===== src/rtl/audio_pkg.sv =====
// Shared constants and helpers for the 44.1 kHz audio sample pacer.
// Optional build macro (used by the top level): AUDIO_PACER_UNDERRUN_MUTE_EN.
package audio_pkg;

    localparam int DEFAULT_AUDIO_BITS = 12;
    localparam int DEFAULT_CLK_HZ     = 50_000_000;
    localparam int DEFAULT_SAMPLE_HZ  = 44_100;
    localparam int DEFAULT_FIFO_AW    = 4;

    // Stereo words are packed {left, right}; right channel sits at bit 0.
    localparam int MAX_STEREO_W = 64;
    localparam int RIGHT_LSB    = 0;

    function automatic int stereo_width(input int bits);
        return 2 * bits;
    endfunction

    function automatic int left_lsb(input int bits);
        return RIGHT_LSB + bits;
    endfunction

    // Unsigned midscale per channel: only the MSB of each channel set.
    function automatic logic [MAX_STEREO_W-1:0] midscale(input int bits);
        return (64'(1) << (left_lsb(bits) + bits - 1))
             | (64'(1) << (RIGHT_LSB + bits - 1));
    endfunction

endpackage


===== src/rtl/audio_sample_fifo.sv =====
// Synchronous FIFO with registered fill/full/empty flags.
// No write-to-read bypass: a word is visible to pop the cycle after it is written.
module audio_sample_fifo #(
    parameter int DW = 24,
    parameter int AW = 4
) (
    input  logic          clk,
    input  logic          aclr,
    input  logic          push,
    input  logic          pop,
    input  logic [DW-1:0] wr_data,
    output logic [DW-1:0] rd_data,
    output logic [AW:0]   fill,
    output logic          full,
    output logic          empty
);

    localparam int        DEPTH    = 1 << AW;
    localparam logic [AW:0] FILL_MAX = {1'b1, {AW{1'b0}}};

    logic [DW-1:0] mem [DEPTH];
    logic [AW-1:0] wr_ptr;
    logic [AW-1:0] rd_ptr;
    logic [AW:0]   fill_next;
    logic          do_push;
    logic          do_pop;

    assign do_push = push && !full;
    assign do_pop  = pop && !empty;
    assign rd_data = mem[rd_ptr];

    always_comb begin
        // NOTE: default assignment first so no path leaves fill_next unassigned (no latch).
        fill_next = fill;
        if (do_push && !do_pop) begin
            fill_next = fill + 1'b1;
        end else if (do_pop && !do_push) begin
            fill_next = fill - 1'b1;
        end
    end

    // NOTE: storage is not reset; pointers and fill make stale words unreachable.
    always_ff @(posedge clk) begin
        if (do_push) begin
            mem[wr_ptr] <= wr_data;
        end
    end

    always_ff @(posedge clk or posedge aclr) begin
        if (aclr) begin
            wr_ptr <= '0;
            rd_ptr <= '0;
            fill   <= '0;
            full   <= 1'b0;
            empty  <= 1'b1;
        end else begin
            if (do_push) begin
                wr_ptr <= wr_ptr + 1'b1;
            end
            if (do_pop) begin
                rd_ptr <= rd_ptr + 1'b1;
            end
            fill  <= fill_next;
            full  <= (fill_next == FILL_MAX);
            empty <= (fill_next == '0);
        end
    end

endmodule


===== src/rtl/audio_sample_pacer.sv =====
// Buffers producer samples and releases one per SAMPLE_HZ period via a fractional accumulator.
// Build macro AUDIO_PACER_UNDERRUN_MUTE_EN: underrun (and reset) loads midscale instead of holding.
module audio_sample_pacer
    import audio_pkg::*;
#(
    parameter int AUDIO_BITS = DEFAULT_AUDIO_BITS,
    parameter int CLK_HZ     = DEFAULT_CLK_HZ,
    parameter int SAMPLE_HZ  = DEFAULT_SAMPLE_HZ,
    parameter int FIFO_AW    = DEFAULT_FIFO_AW
) (
    input  logic                    clk,
    input  logic                    aclr,
    input  logic                    in_valid,
    output logic                    in_ready,
    input  logic [2*AUDIO_BITS-1:0] in_sample,
    output logic                    wreq,
    output logic [2*AUDIO_BITS-1:0] sample,
    output logic [FIFO_AW:0]        fill,
    output logic                    underrun,
    input  logic                    underrun_clr
);

    localparam int SW    = stereo_width(AUDIO_BITS);
    localparam int ACC_W = $clog2(CLK_HZ) + 1;

    localparam logic [ACC_W-1:0] CLK_K  = ACC_W'(CLK_HZ);
    localparam logic [ACC_W-1:0] STEP_K = ACC_W'(SAMPLE_HZ);

`ifdef AUDIO_PACER_UNDERRUN_MUTE_EN
    localparam logic [SW-1:0] IDLE_SAMPLE = SW'(midscale(AUDIO_BITS));
`else
    localparam logic [SW-1:0] IDLE_SAMPLE = '0;
`endif

    logic [ACC_W-1:0] acc;
    logic [ACC_W-1:0] acc_sum;
    logic             tick;
    logic [SW-1:0]    head;
    logic             full;
    logic             empty;

    // acc stays below CLK_HZ, so acc + SAMPLE_HZ cannot overflow ACC_W bits.
    assign acc_sum  = acc + STEP_K;
    assign tick     = (acc_sum >= CLK_K);
    assign in_ready = !full;

    audio_sample_fifo #(
        .DW (SW),
        .AW (FIFO_AW)
    ) u_fifo (
        .clk     (clk),
        .aclr    (aclr),
        .push    (in_valid),
        .pop     (tick),
        .wr_data (in_sample),
        .rd_data (head),
        .fill    (fill),
        .full    (full),
        .empty   (empty)
    );

    // NOTE: non-blocking assignments so every register samples pre-edge values.
    always_ff @(posedge clk or posedge aclr) begin
        if (aclr) begin
            acc      <= '0;
            wreq     <= 1'b0;
            sample   <= IDLE_SAMPLE;
            underrun <= 1'b0;
        end else begin
            acc  <= tick ? (acc_sum - CLK_K) : acc_sum;
            wreq <= tick;
            if (tick) begin
                if (!empty) begin
                    sample <= head;
                end
`ifdef AUDIO_PACER_UNDERRUN_MUTE_EN
                else begin
                    sample <= IDLE_SAMPLE;
                end
`endif
            end
            // A new underrun takes priority over a simultaneous clear.
            if (tick && empty) begin
                underrun <= 1'b1;
            end else if (underrun_clr) begin
                underrun <= 1'b0;
            end
        end
    end

endmodule


===== config.mk =====
export PLATFORM = sky130hd
export DESIGN_NAME = audio_sample_pacer
export DESIGN_NICKNAME = d
export VERILOG_FILES = /design/src/rtl/audio_pkg.sv /design/src/rtl/audio_sample_fifo.sv /design/src/rtl/audio_sample_pacer.sv
export SDC_FILE = /design/constraint.sdc
export NUM_CORES = 1
export LEC_CHECK = 0
export CORE_ASPECT_RATIO = 0.75
export CORE_MARGIN = 4
export CORE_UTILIZATION = 38
export DETAILED_ROUTE_END_ITERATION = 10
export PLACE_DENSITY = 0.58
export SYNTH_ARGS = -nofsm -noshare
export SYNTH_HDL_FRONTEND = slang
export SYNTH_SLANG_ARGS = --single-unit

===== constraint.sdc =====
create_clock -name clk -period 5.03 [get_ports clk]
set_input_delay 1.006 -clock clk [delete_from_list [all_inputs] [get_ports clk]]
set_output_delay 1.006 -clock clk [all_outputs]
set_load 0.005 [all_outputs]

======== Yosys cells after proc, flatten, opt, wreduce, memory -nomap -nowiden ========
Memories as Yosys holds them, arrays and structs flattened. A register that Yosys moved wholly into a read port is not among the register bits.
Index checks and enable logic that the tools add are counted.
storage, ports and cells
  output and inout port bits .............. 32
  flip-flop bits (word level) ............. 44
  input bits .............................. 28
  RAM bits ................................ 384
  word-level logic and storage cells ...... 37
  memories ................................ 1
cells by class
  bitwise logic cells ..................... 1
  $lt $le $gt $ge ......................... 1
  reductions and logical operators ........ 12
  equality and inequality tests ........... 1
  multiplexer cells ....................... 7
  add/subtract/negate cells ............... 6
memory list
  memory      depth  width  rd ports  clocked after memory_dff  write ports  line                     source
  u_fifo.mem  16     24     1         1                         1            audio_sample_fifo.sv:21  logic [DW-1:0] mem [DEPTH];
operators with widths
  cell                      count
  $add A27 B16 Y27 const B  1
  $ge A27 B26 Y1 const B    1
  $mux W27                  1
  $sub A27 B26 Y27 const B  1
  $mux W5                   2
  $add A4 B1 Y4 const B     2
  $add A5 B1 Y5 const B     1
  $eq A5 B5 Y1 const B      1
  $logic_and A1 B1 Y1       5
  $logic_not A5 Y1          1
  $sub A5 B1 Y5 const B     1
  $logic_not A1 Y1          4
  $mux W1                   4
  $reduce_and A2 Y1         1
  $reduce_bool A2 Y1        1
  $not A1 Y1                1

======== Depth between registers and ports, before layout ========
  depth in word-level cells ............... 7
  gate-level depth with buffers ........... 17

======== Modules after synthesis ========
Synthesis repeated with hierarchy kept, for this count alone.
second synthesis, totals
  cell total of the unflattened synthesis .. 1005
  area total of the unflattened synthesis .. 18676.7 µm²
modules (own cells, without submodules)
  module              times used  seq. area each (µm²)  cells each  area an instance (µm²)
  audio_sample_fifo   1           11907.7               709         15536.2
  audio_sample_pacer  1           1276.2                296         3140.5

======== Least setup slack after synthesis ========
No wires, ideal clock.
  kind .................................... input-to-reg
  start point ............................. input in_valid
  end point ............................... memory u_fifo.mem[3][0], enable pin
  setup slack ............................. 1.269 ns
  arrival ................................. 3.325 ns
  required time ........................... 4.595 ns
  stages .................................. 4
  buffers on the path ..................... 1
  path through ............................ nor2b_1 > clkbuf_1 > nand2_1 > nor3_1
between the ends
  longest elaborated chain between the ends .. 3
RTL lines
  item                           line                      source
  from (decl)                    audio_sample_pacer.sv:13  input logic in_valid,
  $logic_and A1 B1 Y1            audio_sample_fifo.sv:28   assign do_push = push && !full;
  $mux W1                        audio_sample_fifo.sv:44   if (do_push) begin
  $mux W1 (implied by the code)  audio_sample_fifo.sv:45   mem[wr_ptr] <= wr_data;
  to (decl)                      audio_sample_fifo.sv:21
No other way between the ends.

======== Final worst setup path ========
  start point ............................. register acc[2]
  end point ............................... register u_fifo.full
between the ends
  longest elaborated chain between the ends .. 7
  elaborated cells between the ends (all ways) .. 9
RTL lines
  item                                                     line                                              source
  from (decl)                                              audio_sample_pacer.sv:35                          logic [ACC_W-1:0] acc;
  from (signal assigned)                                   audio_sample_pacer.sv:70                          acc <= tick ? (acc_sum - CLK_K) : acc_sum;
  $add A27 B16 Y27 *                                       audio_sample_pacer.sv:43                          assign acc_sum = acc + STEP_K;
  $ge A27 B26 Y1 *                                         audio_sample_pacer.sv:44                          assign tick = (acc_sum >= CLK_K);
  $logic_and A1 B1 Y1 *                                    audio_sample_fifo.sv:29                           assign do_pop = pop && !empty;
  $logic_and A1 B1 Y1 or $logic_not A1 Y1 (tied branches)  audio_sample_fifo.sv:37, audio_sample_fifo.sv:35
  $mux W5 or $logic_and A1 B1 Y1 (tied branches)           audio_sample_fifo.sv:37, audio_sample_fifo.sv:35
  $mux W5 *                                                audio_sample_fifo.sv:35                           if (do_push && !do_pop) begin
  named net u_fifo.fill_next[4]                            audio_sample_fifo.sv:24                           logic [AW:0] fill_next;
  $eq A5 B5 Y1 *                                           audio_sample_fifo.sv:64                           full <= (fill_next == FILL_MAX);
  to (signal assigned)                                     audio_sample_fifo.sv:64
  to (decl)                                                audio_sample_fifo.sv:14                           output logic full,
The timed path passes the listed nets; every way through them passes the cells marked *.
A chain may end at the register's enable or synchronous reset.

==> impl_summary.log <==
[metrics] Layout Skew: 0.0235 ns
[metrics] total of hold buffers inserted after clock tree synthesis: 0
[metrics] Buf+Inv Stages, Crit Path: 0
[metrics] number of instances in the synthesized netlist: 968
[metrics] final WL: 40900 um
[metrics] crit end category: register
[metrics] total of cells resized after clock tree synthesis: 0
[metrics] via count of the first global-routing pass: 9468
[metrics] Die ar.: 51700 um2
[metrics] GRT Residual Overflow: 0
[metrics] final worst path period need: 4.25 ns
[metrics] number of filler cells placed in the layout: 4095
[metrics] switching part of the total power: 23.8%
[metrics] share of the clock period used by the worst path after layout: 84.5%
[metrics] mean cell area of the mapped netlist: 18.9 um2
[metrics] WL/cell: 23.8 um
[metrics] global-route wire length before repair: 61800 um
[metrics] Syn Std Cell Area: 18300 um2
[metrics] most used routing layer in global routing: met2
[metrics] Post-synth top flop: edfxtp_1
[metrics] async set-or-reset flop fraction in the synthesized netlist: 14.7%
[metrics] Hold Path Origin: sample[14]
[metrics] number of port buffers: 59
[metrics] floorplan die height: 198 um
[metrics] antenna violations before repair: 0
[metrics] Critical Path Slowest Stage Cell: o41ai_4
[metrics] Clock Path Buffers: 3
[metrics] fraction of power consumed by the clock network: 38.6%
[metrics] Avg Vias per Cell: 5.38
[metrics] met2 track demand over resource: 24.6%
[metrics] GR Util met3: 2.48%
[metrics] number of synthesized flops with an enable pin: 384
[metrics] Seq cells post-synth: 450
[metrics] top-level port count: 60
[metrics] Largest stage delay, worst path: 0.60 ns
[metrics] maximum number of pins on one net before global-route repair: 52
[metrics] largest delay contributor family on the critical path: compound AO/OA/AOI/OAI gates
[metrics] number of clock sinks seen by CTS: 450
[metrics] postcts setup bufs: 0
[metrics] global-route met1 utilization: 24.3%
[metrics] data arrival time of the worst path: 4.71 ns
[metrics] worst reg2reg path startpoint: acc[2]
[metrics] Worst-Margin Slew: 1.10 ns
[metrics] number of inserted diodes: 0
[metrics] Setup Slack @ Placement: 0.825 ns
[metrics] power per unit of standard cell area: 408 nW/um2
[metrics] overall via count from detail_route: 9256
[metrics] Max rail drop VDD: 262 uV
[metrics] Sequential Power Share: 52.5%
[metrics] H-tree Lvls: 2
[metrics] Crit Path Category: register to register
[metrics] number of library cell types mapped by synthesis: 76
[metrics] layout cells sized above 1: 22.8%
[metrics] DRC violation count after routing: 0
[metrics] number of buffers added by the clock tree synthesis step: 44
[metrics] timing-limited maximum frequency: 235 MHz
[metrics] clock tree from TritonCTS: yes
[metrics] final worst setup slack: 0.780 ns
[metrics] hold slack final: 0.516 ns
[metrics] first-iteration detailed-routing DRC count: 848
[metrics] worst max-slew margin expressed relative to the limit: 26.5%
[metrics] antenna violation net count after detailed routing: 0
[metrics] horizontal die dimension: 261 um
[metrics] synthesized netlist net count: 1005
[metrics] total routing usage reported by global routing: 15.9%
[metrics] # setup viols final: 0
[metrics] kind of start point of the critical path: register
[metrics] sequential area share after synthesis: 72.1%
[metrics] crit path launch: acc[2]
[metrics] cell chosen for the clock root: clkbuf_16
[metrics] count of maximum capacitance violations: 0
[metrics] switching power: 0.00206 W
[metrics] Ys Warns: 0
[metrics] Lkg Pwr: 6.80 nW
[metrics] setup repair after global routing missed its margin: no
[metrics] run status: complete, no violations
[metrics] cell-internal power: 0.00660 W
[metrics] number of core rows: 69
[metrics] Crit path required time: 5.49 ns
[metrics] clk_lat worst skew: 0.56 ns
[metrics] effective utilization at floorplan: 38.5%
[metrics] Cell Chain, Critical Path: ha_1 > a31o_2 > nand2_1 > xor2_1 > ha_1 > nand2_1 > a211oi_1 > a41oi_1 > a311o_1 > a311oi_1 > or2_1 > o41ai_4 > mux2_1 > xnor2_1 > nor4b_4
[metrics] Core ar.: 47500 um2
[metrics] commonest non-fill, non-tap cells in the layout: edfxtp_1 (384), mux4_2 (94), dfrtp_1 (63)
[metrics] placed wire-length estimate: 23200 um
[metrics] final net count: 1084
[metrics] most common cell after layout, fill and taps aside: edfxtp_1
[metrics] setup total negative slack: 0 ns
[metrics] pins over their slew limit: 0
[metrics] Worst Hold Class: register to register
[metrics] crit-path max FO: 9
[metrics] combinational power share: 8.9%
[metrics] Reg clk slew, reported paths: 0.06 ns
[metrics] final weighted congestion of routability-driven global placement: 0.754
[metrics] Hold Vio Cnt, Final: 0
[metrics] Area growth syn-to-layout: 16.2%
[metrics] number of detailed-route iterations in the first pass: 6
==> metal layers <==
layer | wire length [um] | part of all wire [%]
met2 | 18900 | 46
met5 | 0 | 0
met1 | 19300 | 47
met4 | 580 | 1.4
met3 | 2030 | 5.0
==> cell families (layout without fill, tap and decap cells) <==
group / after synthesis / count (layout) / share of synthesized area [%]
muxes: 137 / 137 / 14.0
AOI/OAI and AO/OA: 108 / 108 / 4.89
buffers and inverters: 66 / 179 / 1.53
xor gates and xnor gates: 51 / 51 / 2.53
and+or+nand+nor: 145 / 145 / 4.16
DFF: 450 / 450 / 72.1
adders and majority gates: 11 / 11 / 0.726
==> power by group through the flow <==
stage	logic, W	registers [W]	clock network [W]
6_report	0.000770	0.00454	0.00335
3_5_place_dp	0.000784	0.00462	0
5_1_grt	0.000840	0.00457	0.00359
4_1_cts	0.000788	0.00455	0.00342
2_1_floorplan	0.000405	0.00457	0
3_3_place_gp	0.000772	0.00461	0
==> area by class of cell <==
class | count | area (um2) | share of cell area, %
inverters | 14 | 53.8 | 0.253
repair buffers | 85 | 811 | 3.82
well taps | 639 | 800 | 3.76
clock buffers | 54 | 1170 | 5.50
flip-flops and latches | 450 | 13200 | 62.1
clock inverters | 26 | 295 | 1.39
multi-input cells | 452 | 4930 | 23.2
==> state kept, by name, indices dropped and copies added, names as in the netlist <==
| register | flops |
|---|---|
| sample | 24 |
| wreq | 1 |
| u_fifo.rd_ptr | 4 |
| u_fifo.wr_ptr | 4 |
| u_fifo.fill | 5 |
| u_fifo.empty | 1 |
| acc | 25 |
| u_fifo.full | 1 |
| u_fifo.mem | 384 |
| underrun | 1 |
==> synth_stat cells, drive strengths merged, types with 3 or more instances <==
cell	n	area, um2
nand3	15	87.6
mux2i	29	290
edfxtp	384	11500
nand2	35	134
a21o	13	97.6
nand4	8	50.1
nor2	45	176
ha	9	113
a31oi	5	46.3
nor2b	3	18.8
a21oi	20	108
a222oi	13	130
a211oi	3	22.5
o311ai	3	26.3
nor3	11	66.3
and3	4	25.0
xnor2	33	304
a221oi	15	131
buf	23	118
xor2	18	158
and2	4	25.0
nand2b	3	18.8
or2	3	18.8
dfrtp	65	1630
o21ai	11	58.8
nand4b	3	26.3
mux4	94	2120
clkbuf	29	109
inv	14	52.6
o31ai	4	40.0
mux2	14	158
==> through the flow <==
stage	area [um2]	utilization [%]	cells	power, W
CTS	21200	44.7	1720	0.00876
global placement	19800	41.7	1640	0.00538
detailed placement	19800	41.7	1640	0.00541
global route	21200	44.7	1720	0.00900
floorplan	18300	-	968	0.00498
finish	21200	44.7	1720	0.00866
==> path summary, 6_finish.rpt <==
kind                                     end  slack [ns]  cells past startpoint
worst max register to register   u_fifo.full        0.78                     15
max in group asynchronous       u_fifo.empty        3.04                      3
worst min register to register    sample[14]        0.52                      1
worst min-delay path              sample[14]        0.52                      1
min in group asynchronous            acc[11]        0.95                      2
worst max-delay path             u_fifo.full        0.78                     15
No activity file was read; power rests on OpenSTA's default activity.
